--- src/rtl/mips_pkg.sv ---
// Shared MIPS encodings: ALU control codes, mul/div opcodes and the
// sequencer state encoding used by the iterative multiply/divide unit.
package mips_pkg;

  localparam logic [2:0] ALU_AND = 3'b000;
  localparam logic [2:0] ALU_OR  = 3'b001;
  localparam logic [2:0] ALU_ADD = 3'b010;
  localparam logic [2:0] ALU_SUB = 3'b110;
  localparam logic [2:0] ALU_SLT = 3'b111;

  localparam logic [1:0] OP_MULTU = 2'b00;
  localparam logic [1:0] OP_DIVU  = 2'b01;

  localparam logic [1:0] ST_IDLE = 2'b00;
  localparam logic [1:0] ST_MUL  = 2'b01;
  localparam logic [1:0] ST_DIV  = 2'b10;
  localparam logic [1:0] ST_DONE = 2'b11;

endpackage

--- src/rtl/alu_muldiv_seq.sv ---
// Iterative 32-step unsigned multiply / restoring divide that borrows the
// external shared ALU for its add/subtract each cycle.
module alu_muldiv_seq
  import mips_pkg::*;
#(
  parameter int STEPS = 32
) (
  input  logic        clk,
  input  logic        rst_n,
  input  logic        start,
  input  logic [1:0]  op,
  input  logic [31:0] a,
  input  logic [31:0] b,
  output logic        busy,
  output logic        done,
  output logic [31:0] hi,
  output logic [31:0] lo,
  output logic        div_by_zero,
  output logic [31:0] alu_in1,
  output logic [31:0] alu_in2,
  output logic [2:0]  alu_ctrl,
  input  logic [31:0] alu_out
);

  logic [1:0]  state;
  logic [5:0]  cnt;
  logic [31:0] breg;
  logic [31:0] acc;
  logic [31:0] sh;
  logic [31:0] acc_nxt;
  logic [31:0] sh_nxt;
  logic [31:0] rsh;
  logic        carry;
  logic        take;
  logic        last;

  assign last = (cnt == 6'(STEPS - 1));
  assign rsh  = {acc[30:0], sh[31]};

  // acc holds the product high half (MUL) or the partial remainder (DIV);
  // sh holds the shifting multiplier/product low half or the quotient.
  always_comb begin
    alu_ctrl = ALU_ADD;
    alu_in1  = '0;
    alu_in2  = '0;
    acc_nxt  = acc;
    sh_nxt   = sh;
    carry    = 1'b0;
    take     = 1'b0;
    case (state)
      ST_MUL: begin
        alu_in1 = acc;
        alu_in2 = sh[0] ? breg : '0;
        carry   = (alu_out < acc);
        {acc_nxt, sh_nxt} = {carry, alu_out, sh[31:1]};
      end
      ST_DIV: begin
        alu_ctrl = ALU_SUB;
        alu_in1  = rsh;
        alu_in2  = breg;
        // A set acc[31] means the true 33-bit partial remainder exceeds b.
        take     = acc[31] | (rsh >= breg);
        acc_nxt  = take ? alu_out : rsh;
        sh_nxt   = {sh[30:0], take};
      end
      default: ;
    endcase
  end

  always_ff @(posedge clk) begin
    if (!rst_n) begin
      state       <= ST_IDLE;
      cnt         <= '0;
      breg        <= '0;
      acc         <= '0;
      sh          <= '0;
      hi          <= '0;
      lo          <= '0;
      div_by_zero <= 1'b0;
    end else begin
      case (state)
        ST_IDLE: begin
          if (start && (op == OP_MULTU || op == OP_DIVU)) begin
            breg <= b;
            acc  <= '0;
            sh   <= a;
            cnt  <= '0;
            if (op == OP_MULTU) begin
              state <= ST_MUL;
            end else if (b == 32'd0) begin
              state       <= ST_DONE;
              hi          <= a;
              lo          <= '1;
              div_by_zero <= 1'b1;
            end else begin
              state <= ST_DIV;
            end
          end
        end
        ST_MUL, ST_DIV: begin
          acc <= acc_nxt;
          sh  <= sh_nxt;
          cnt <= cnt + 6'd1;
          if (last) begin
            state       <= ST_DONE;
            hi          <= acc_nxt;
            lo          <= sh_nxt;
            div_by_zero <= 1'b0;
          end
        end
        default: state <= ST_IDLE;
      endcase
    end
  end

  assign busy = (state != ST_IDLE);
  assign done = (state == ST_DONE);

endmodule

--- config.mk ---
export PLATFORM = sky130hd
export DESIGN_NAME = alu_muldiv_seq
export DESIGN_NICKNAME = d
export VERILOG_FILES = /design/src/rtl/mips_pkg.sv /design/src/rtl/alu_muldiv_seq.sv
export SDC_FILE = /design/constraint.sdc
export NUM_CORES = 1
export LEC_CHECK = 0
export ABC_AREA = 1
export CAP_MARGIN = 20
export CORE_ASPECT_RATIO = 0.9
export CORE_MARGIN = 3
export CORE_UTILIZATION = 52
export CTS_CLUSTER_SIZE = 24
export DETAILED_ROUTE_END_ITERATION = 12
export PLACE_DENSITY = 0.91
export SETUP_SLACK_MARGIN = 0.05
export SLEW_MARGIN = 20
export SYNTH_ARGS = -nofsm -noshare
export SYNTH_HDL_FRONTEND = slang
export SYNTH_SLANG_ARGS = --single-unit
--- constraint.sdc ---
create_clock -name clk -period 5.6 [get_ports clk]
set_input_delay 1.68 -clock clk [delete_from_list [all_inputs] [get_ports clk]]
set_output_delay 1.68 -clock clk [all_outputs]
set_load 0.1 [all_outputs]
[Word-level counts from Yosys, hierarchy flattened]
Index checks and enable logic that the tools add are counted.
Storage, ports and cells
  register bits after elaboration: 169
  logic and storage cells: 66
  input port bits: 101
Operators by class
  $add $sub $neg: 1
  equality and inequality tests: 9
  mux-type cells: 33
  reduce and logical (&&, ||, !) cells: 12
  order comparisons: 2
  bitwise logic cells: 1
Operators with widths (number)
  $pmux 32 s2: 8
  $mux 32: 12
  $ge 32x32->1: 1
  $logic_not 32->1: 1
  $lt 32x32->1: 1
  $pmux 6 s2: 1
  $ne 2x2->1 const B: 4
  $add 6x1->6 const B: 1
  $eq 6x5->1 const B: 1
  $mux 2: 3
  $mux 6: 1
  $reduce_and 2->1: 3
  $mux 1: 5
  $reduce_and 5->1: 1
  $eq 2x1->1 const B: 2
  $eq 2x2->1 const B: 2
  $logic_not 2->1: 2
  $pmux 2 s2: 1
  $reduce_bool 2->1: 2
  $mux 3: 1
  $pmux 1 s2: 1
  $reduce_or 2->1: 1
  $logic_and 1x1->1: 1
  $logic_or 1x1->1: 1
  $or 1x1->1: 1

[Longest topological paths before layout]
Gate-level depths: netlist (run 1).
  depth in word-level cells: 6
  mapped depth: 20
  depth with buffers taken out: 19

[Worst setup path before layout (run 1)]
OpenSTA, ideal clock, no wires.
  path type: register to output
  from: register state[0]
  to: output port alu_in2[10]
  required time: 3920 ps
  path slack: -33 ps
  arrival: 3953 ps
  buffers on the path: 2
  cell stages (with the launch flop): 7
  cells stage by stage: dfxtp_1 > inv_1 > ha_1 > clkbuf_1 > a21oi_1 > clkbuf_1 > nor3_1
On the way
  cells in the longest elaborated chain, start to end: 2
  elaborated cells on any way between the ends: 3
  those cells by class: eq/ne (2); mux (1)
Ends and longest elaborated chain
  start: declaration: RTL line alu_muldiv_seq.sv:25  | logic [1:0] state;
  start signal: assignment: RTL line alu_muldiv_seq.sv:72  | state <= ST_IDLE;
  start signal: assignment: RTL line alu_muldiv_seq.sv:89  | state <= ST_MUL;
  start signal: assignment: RTL line alu_muldiv_seq.sv:91  | state <= ST_DONE;
  $eq 2x2->1 / $eq 2x1->1 (equally long branches): RTL line alu_muldiv_seq.sv:50  | case (state)
  $pmux 32 s2 *: RTL line alu_muldiv_seq.sv:50
  end: declaration: RTL line alu_muldiv_seq.sv:20  | output logic [31:0] alu_in2,
Mark *: on every way between the ends. The rest lies on a longest branch, timed or not.

[Worst setup path after layout (run 1)]
  from: register state[1]
  to: output port alu_in1[2]
On the way
  cells in the longest elaborated chain, start to end: 2
  elaborated cells on any way between the ends: 3
  those cells by class: eq/ne (2); mux (1)
Ends and longest elaborated chain
  $eq 2x2->1 / $eq 2x1->1 (equally long branches): RTL line alu_muldiv_seq.sv:50
  $pmux 32 s2 *: RTL line alu_muldiv_seq.sv:50
  end: declaration: RTL line alu_muldiv_seq.sv:19  | output logic [31:0] alu_in1,
Marks and branches as above.

==> results.cfg, run 1 <==
[drt]
drc = 0
vias = 10400
via_per_inst = 5.71
avgRoutedWirePerCell_microns = 17.1
drt-pass1-iter-count = 6
routed_wl_microns = 31200
drt_iter0_markers = 1028
ant_nets = 0

[pwr]
p_per_area_nw_per_um2 = 499
vdd_drop_max_uv = 359
power_leakage_nw = 5.19
internal_power_w = 0.00302
p_sw_w = 0.00314
clkPwrFrac_pct = 18.7
pwr-share-seq_pct = 28.3
pwr-share-comb_pct = 53.0
p_sw_share_pct = 50.9

[worst_setup_path]
cp_max_fo = 61
cpMaxStageDelayCell = ha_4
cp_cell_sequence = inv_1, ha_4, buf_4, nand2_1, a21oi_1, buf_4
critical_path.max_stage_delay_ns = 0.63
setup.worst_path.start_class = register
cp.depth = 6
r2r_cells = 11
path_delay_family = buffers and inverters
reg2reg_to = lo[0]
regToRegSetupSlack_ns = 2.31
crit_required_ns = 3.92
end_kind = output port
critPathArrivalTime_ns = 2.74
cp_num_buf_inv = 3
path_class = reg2out
crit_start = state[1]
cpMostUsedCell = buf_4
r2r_start = state[0]

[placement]
hpwl_microns = 21400
place_inst = 1792
port_buffers = 232
gp_congestion = 0.913
dpl_cell_area_sq_um = 11700
dp_slack_ns = 1.31

[grt]
track_usage_pct = 30.1
grt_max_degree = 135
grt_overflow = 0
grt_first_pass_wirelength_microns = 49400
grt_pass1_vias = 9786
antenna_found_initial = 0

[sta]
skew_ns = 0.0193
finalHoldViolCount = 0
whs_ns = 0.487
fmax_mhz = 226
fin_ws_ns = 1.18
rsz0062_at_grt = false
tightest_slew_ns = 1.05
finalMaxSlewViolations = 0
min_period_ns = 4.42
slew-limit-headroom_pct = 29.6
min_period_over_period_pct = 78.8
setup_viol = 0

[final_layout]
antenna-diode-count = 0
finalInstanceArea_sq_um = 12300
drive_gt1_share_pct = 7.70
area_growth_pct = 28.5
nets = 1741
fin_cells = 1825

[clocking]
cts_tree = yes
clock-root-buffer = clkbuf_16
hold_buffers = 0
cts_sinks = 169
clock_path_buffers = 2
cts_resized = 0
clkLatencyLatePin_ns = 0.43
cts_buffers = 17
post_cts_buffers = 0
htreeDepth = 4
clk_pin_slew_ns = 0.07

[die]
die_w_microns = 149
ios = 235
core_sq_um = 17800
num_rows = 46
die-area_sq_um = 20100
die_h_microns = 135
initial_utilization_pct = 53.8

[yosys]
netlist.area_leader.share_pct = 35.3
synth-seq-cells = 169
netlist_area_sq_um = 9600
netlist_instances = 1413
synth_area_leaders = dfxtp_1 35%, nand2_1 13%, a21oi_1 12%
avgSynthCellArea_sq_um = 6.79
syn-num-nets = 1582
ys_seq_area_share_pct = 35.3
yosys_warnings = 0
synth_cell_types = 31
synth_top_cell_by_area = dfxtp_1

[status]
status = finished, final reports clean

[hold_path]
hold_path_end = lo[17]
min_from = lo[17]
hp-class = reg2reg
min_path_cells = 2

[job]
max_cap_violations = 0
power by group through the flow:
stage | clock network [W] | registers, W | logic [W]
after floorplan | 0 | 0.00206 | 0.00206
final | 0.00115 | 0.00174 | 0.00326
after detailed placement | 0 | 0.00176 | 0.00316
after CTS | 0.00116 | 0.00174 | 0.00319
after global placement | 0 | 0.00175 | 0.00307
after global routing | 0.00121 | 0.00177 | 0.00359
worst max path at each step:
stage / to / slack [ns]
floorplan: alu_in2[10] / -0.03
global placement: lo[0] / 1.44
global route: alu_in1[11] / 1.04
detailed placement: hi[14] / 1.31
CTS: alu_in1[2] / 1.22
finish: alu_in1[2] / 1.18
registers in the layout (all words and copies together), names as in the netlist:
signal       flops
acc             32
breg            32
cnt              6
div_by_zero      1
hi              32
lo              32
sh              32
state            2
layout by cell type (no fill, tap or decap), types with 34 or more instances in the layout:
| cell | count |
|---|---|
| ha_1 | 65 |
| buf_4 | 75 |
| nor2_1 | 90 |
| o21ai_1 | 34 |
| nor3_1 | 39 |
| a21oi_1 | 231 |
| o21ai_0 | 171 |
| inv_1 | 112 |
| nand2_1 | 322 |
| clkdlybuf4s50_1 | 167 |
| dfxtp_1 | 169 |
logic make-up after synthesis:
| logic type | Yosys count | share of synthesized area (%) |
|---|---|---|
| simple gates | 477 | 19.8 |
| xor+xnor | 2 | 0.183 |
| flops | 169 | 35.3 |
| fa+ha+maj | 68 | 8.87 |
| compound gates | 476 | 26.6 |
| other cells | 2 | 0.0783 |
| buf+inv | 219 | 9.23 |
tightest hold or removal path: stages (launching register included):
cell and delay [ns]:
dfxtp_1 0.33, nor2_1 0.04, nor2_1 0.08
area by class of cell:
class | instances | area [sq um]
clock buffer | 17 | 425
clock inverter | 15 | 151
fill | 1498 | 5510
inverter | 115 | 434
multi-input combinational | 1025 | 5360
sequential | 169 | 3380
tap | 240 | 300
timing repair buffer | 244 | 2270
cell usage after synthesis:
cell        n
dfxtp_1   169
a221o_1    29
inv_2       3
buf_1      14
buf_2      21
o211ai_1    4
nor4_1      8
o21bai_1    1
nor3_1     39
conb_1      2
nand4_1     5
o21a_1      2
clkbuf_1   63
buf_4       2
nor2_2      1
ha_1       68
o21ai_0   171
nand2_1   324
nand2_2     1
nor3b_1     1
a211oi_1    1
and2_0      1
buf_6       4
nand3_1     6
a21o_1      2
inv_1     112
a21oi_1   232
nand2_4     1
xor2_1      2
o21ai_1    34
nor2_1     90
through the flow:
stage	utilization [%]	total power [W]	setup TNS, ns
detailed placement	65.7	0.00492	0
global route	69.1	0.00658	0
floorplan	-	0.00412	-0.980
CTS	68.9	0.00608	0
global placement	65.7	0.00482	0
finish	69.1	0.00616	0
routing by layer:
layer	part of all wire (%)	vias up	global-route usage (%)
met5	0	-	0
li1	-	5072	-
met4	3.3	0	11.2
met3	9.0	74	5.00
met2	47	550	49.6
met1	41	4724	39.9
No activity file was read; power rests on OpenSTA's default activity.
==> run 2, diff against run 1 <==
CORE_UTILIZATION = 46   (was 52)
PLACE_DENSITY = 0.86   (was 0.91)
clock period = 3.6 ns   (was 5.6 ns; I/O delays follow)
==> results.cfg, run 2 (synthesized netlist as in run 1, its figures left out) <==
[placement]
hpwl_microns = 23100
port_buffers = 232
dpl_cell_area_sq_um = 13000
dp_slack_ns = 0.0417
gp_congestion = 0.880

[die]
ios = 235
num_rows = 49
core_sq_um = 20200
initial_utilization_pct = 47.4
die_h_microns = 143
die_w_microns = 158
die-area_sq_um = 22600

[drt]
drc = 0
routed_wl_microns = 32800
route.met2.wl_microns = 15700
m1WireLength_microns = 13300
ant_nets = 0
via_per_inst = 5.70
vias = 10600
routed.top_layer = met4
drt_iter0_markers = 812
avgRoutedWirePerCell_microns = 17.7
wl_met3_microns = 2670
drt-pass1-iter-count = 5

[sta]
slew-limit-headroom_pct = 44.0
skew_ns = 0.0113
fmax_mhz = 293
min_period_over_period_pct = 94.8
finalMaxSlewViolations = 0
finalHoldViolCount = 0
setup_viol = 0
fin_ws_ns = 0.188
tightest_slew_ns = 0.840
rsz0062_at_grt = false
min_period_ns = 3.41

[worst_setup_path]
r2r_cells = 12
crit_required_ns = 2.52
end_kind = output port
r2r_start = state[0]
critPathArrivalTime_ns = 2.33
cp_max_fo = 50
reg2reg_to = cnt[5]
setup.worst_path.start_class = register
path_class = reg2out
regToRegSetupSlack_ns = 0.35

[clocking]
cts_sinks = 169
clk_pin_slew_ns = 0.07
clkLatencyLatePin_ns = 0.43
cts_buffers = 17
htreeDepth = 4
hold_buffers = 0
clock-root-buffer = clkbuf_16
clock_path_buffers = 2
cts_tree = yes

[hold_path]
hold_path_end = lo[18]
min_from = lo[18]
hp-class = reg2reg
min_path_cells = 2

[grt]
antenna_found_initial = 1
grt_max_degree = 96
track_usage_pct = 28.2
grt_pass1_vias = 10000
grt_overflow = 0
grt_first_pass_wirelength_microns = 51400

[final_layout]
final_cell_mix = 322 x nand2_1, 199 x a21oi_1, 171 x o21ai_0, 169 x dfxtp_1, 112 x inv_1
area_growth_pct = 42.3
drive_gt1_share_pct = 16.7
nets = 1753
finalInstanceArea_sq_um = 13700
final_common_cell = nand2_1

[pwr]
power_leakage_nw = 5.90
vdd_drop_max_uv = 520
p_per_area_nw_per_um2 = 746

[status]
status = finished, final reports clean

[job]
max_cap_violations = 0
-- run 2: worst max-delay path by stage --
stage                            from          end  depth (start not counted)
final                        state[0]  alu_in1[10]                          6
after global placement    alu_out[31]      acc[31]                         10
after global routing         state[0]  alu_in1[22]                          6
after detailed placement  alu_out[31]      acc[31]                         10
after CTS                    state[1]  alu_in2[31]                          6
after floorplan              state[1]   alu_in2[0]                          7
-- run 2: cell type report --
cell class / instances / area [sq um]
clock inverters: 15 / 175
flip-flops and latches: 169 / 3380
clock buffers: 17 / 425
well taps: 255 / 319
repair buffers: 256 / 3050
inverters: 115 / 439
multi-input cells: 1025 / 5860
diodes: 1 / 2.50
fillers: 1645 / 6580
-- run 2: timing repair --
action / CTS / global route
gates cloned: 0 / 0
pin swaps: 1 / 1
gates resized for setup: 0 / 3
setup endpoints to repair: 1 / 56
setup buffers: 0 / 3
-- run 2: per-stage QoR --
stage,utilization [%],TNS (ns),std cells,power [W],hold WS (ns)
floorplan,-,-0.184,1413,0.00672,0.457
global placement,64.4,0,1817,0.00807,0.468
detailed placement,64.4,0,1817,0.00823,0.474
CTS,67.3,0,1849,0.0101,0.491
global route,67.5,0,1853,0.0108,0.515
finish,67.5,0,1853,0.0102,0.484
-- run 2: critical path: stages, from the launching register on --
cell and delay (ns):
dfxtp_1 0.44, inv_1 0.13, ha_2 0.35, inv_8 0.36, buf_4 0.31, a21oi_2 0.07, buf_12 0.17
-- run 2: metal layers --
layer	vias up	GRT usage, %
met1	4892	36.6
met5	-	0
met2	479	46.5
li1	5112	-
met3	73	5.79
met4	0	10.5
-- run 2: power breakdown --
part | switching [W] | internal [W]
Clock | 0.000875 | 0.000995
Sequential | 0.000406 | 0.00231
Combinational | 0.00398 | 0.00162
Total | 0.00526 | 0.00492
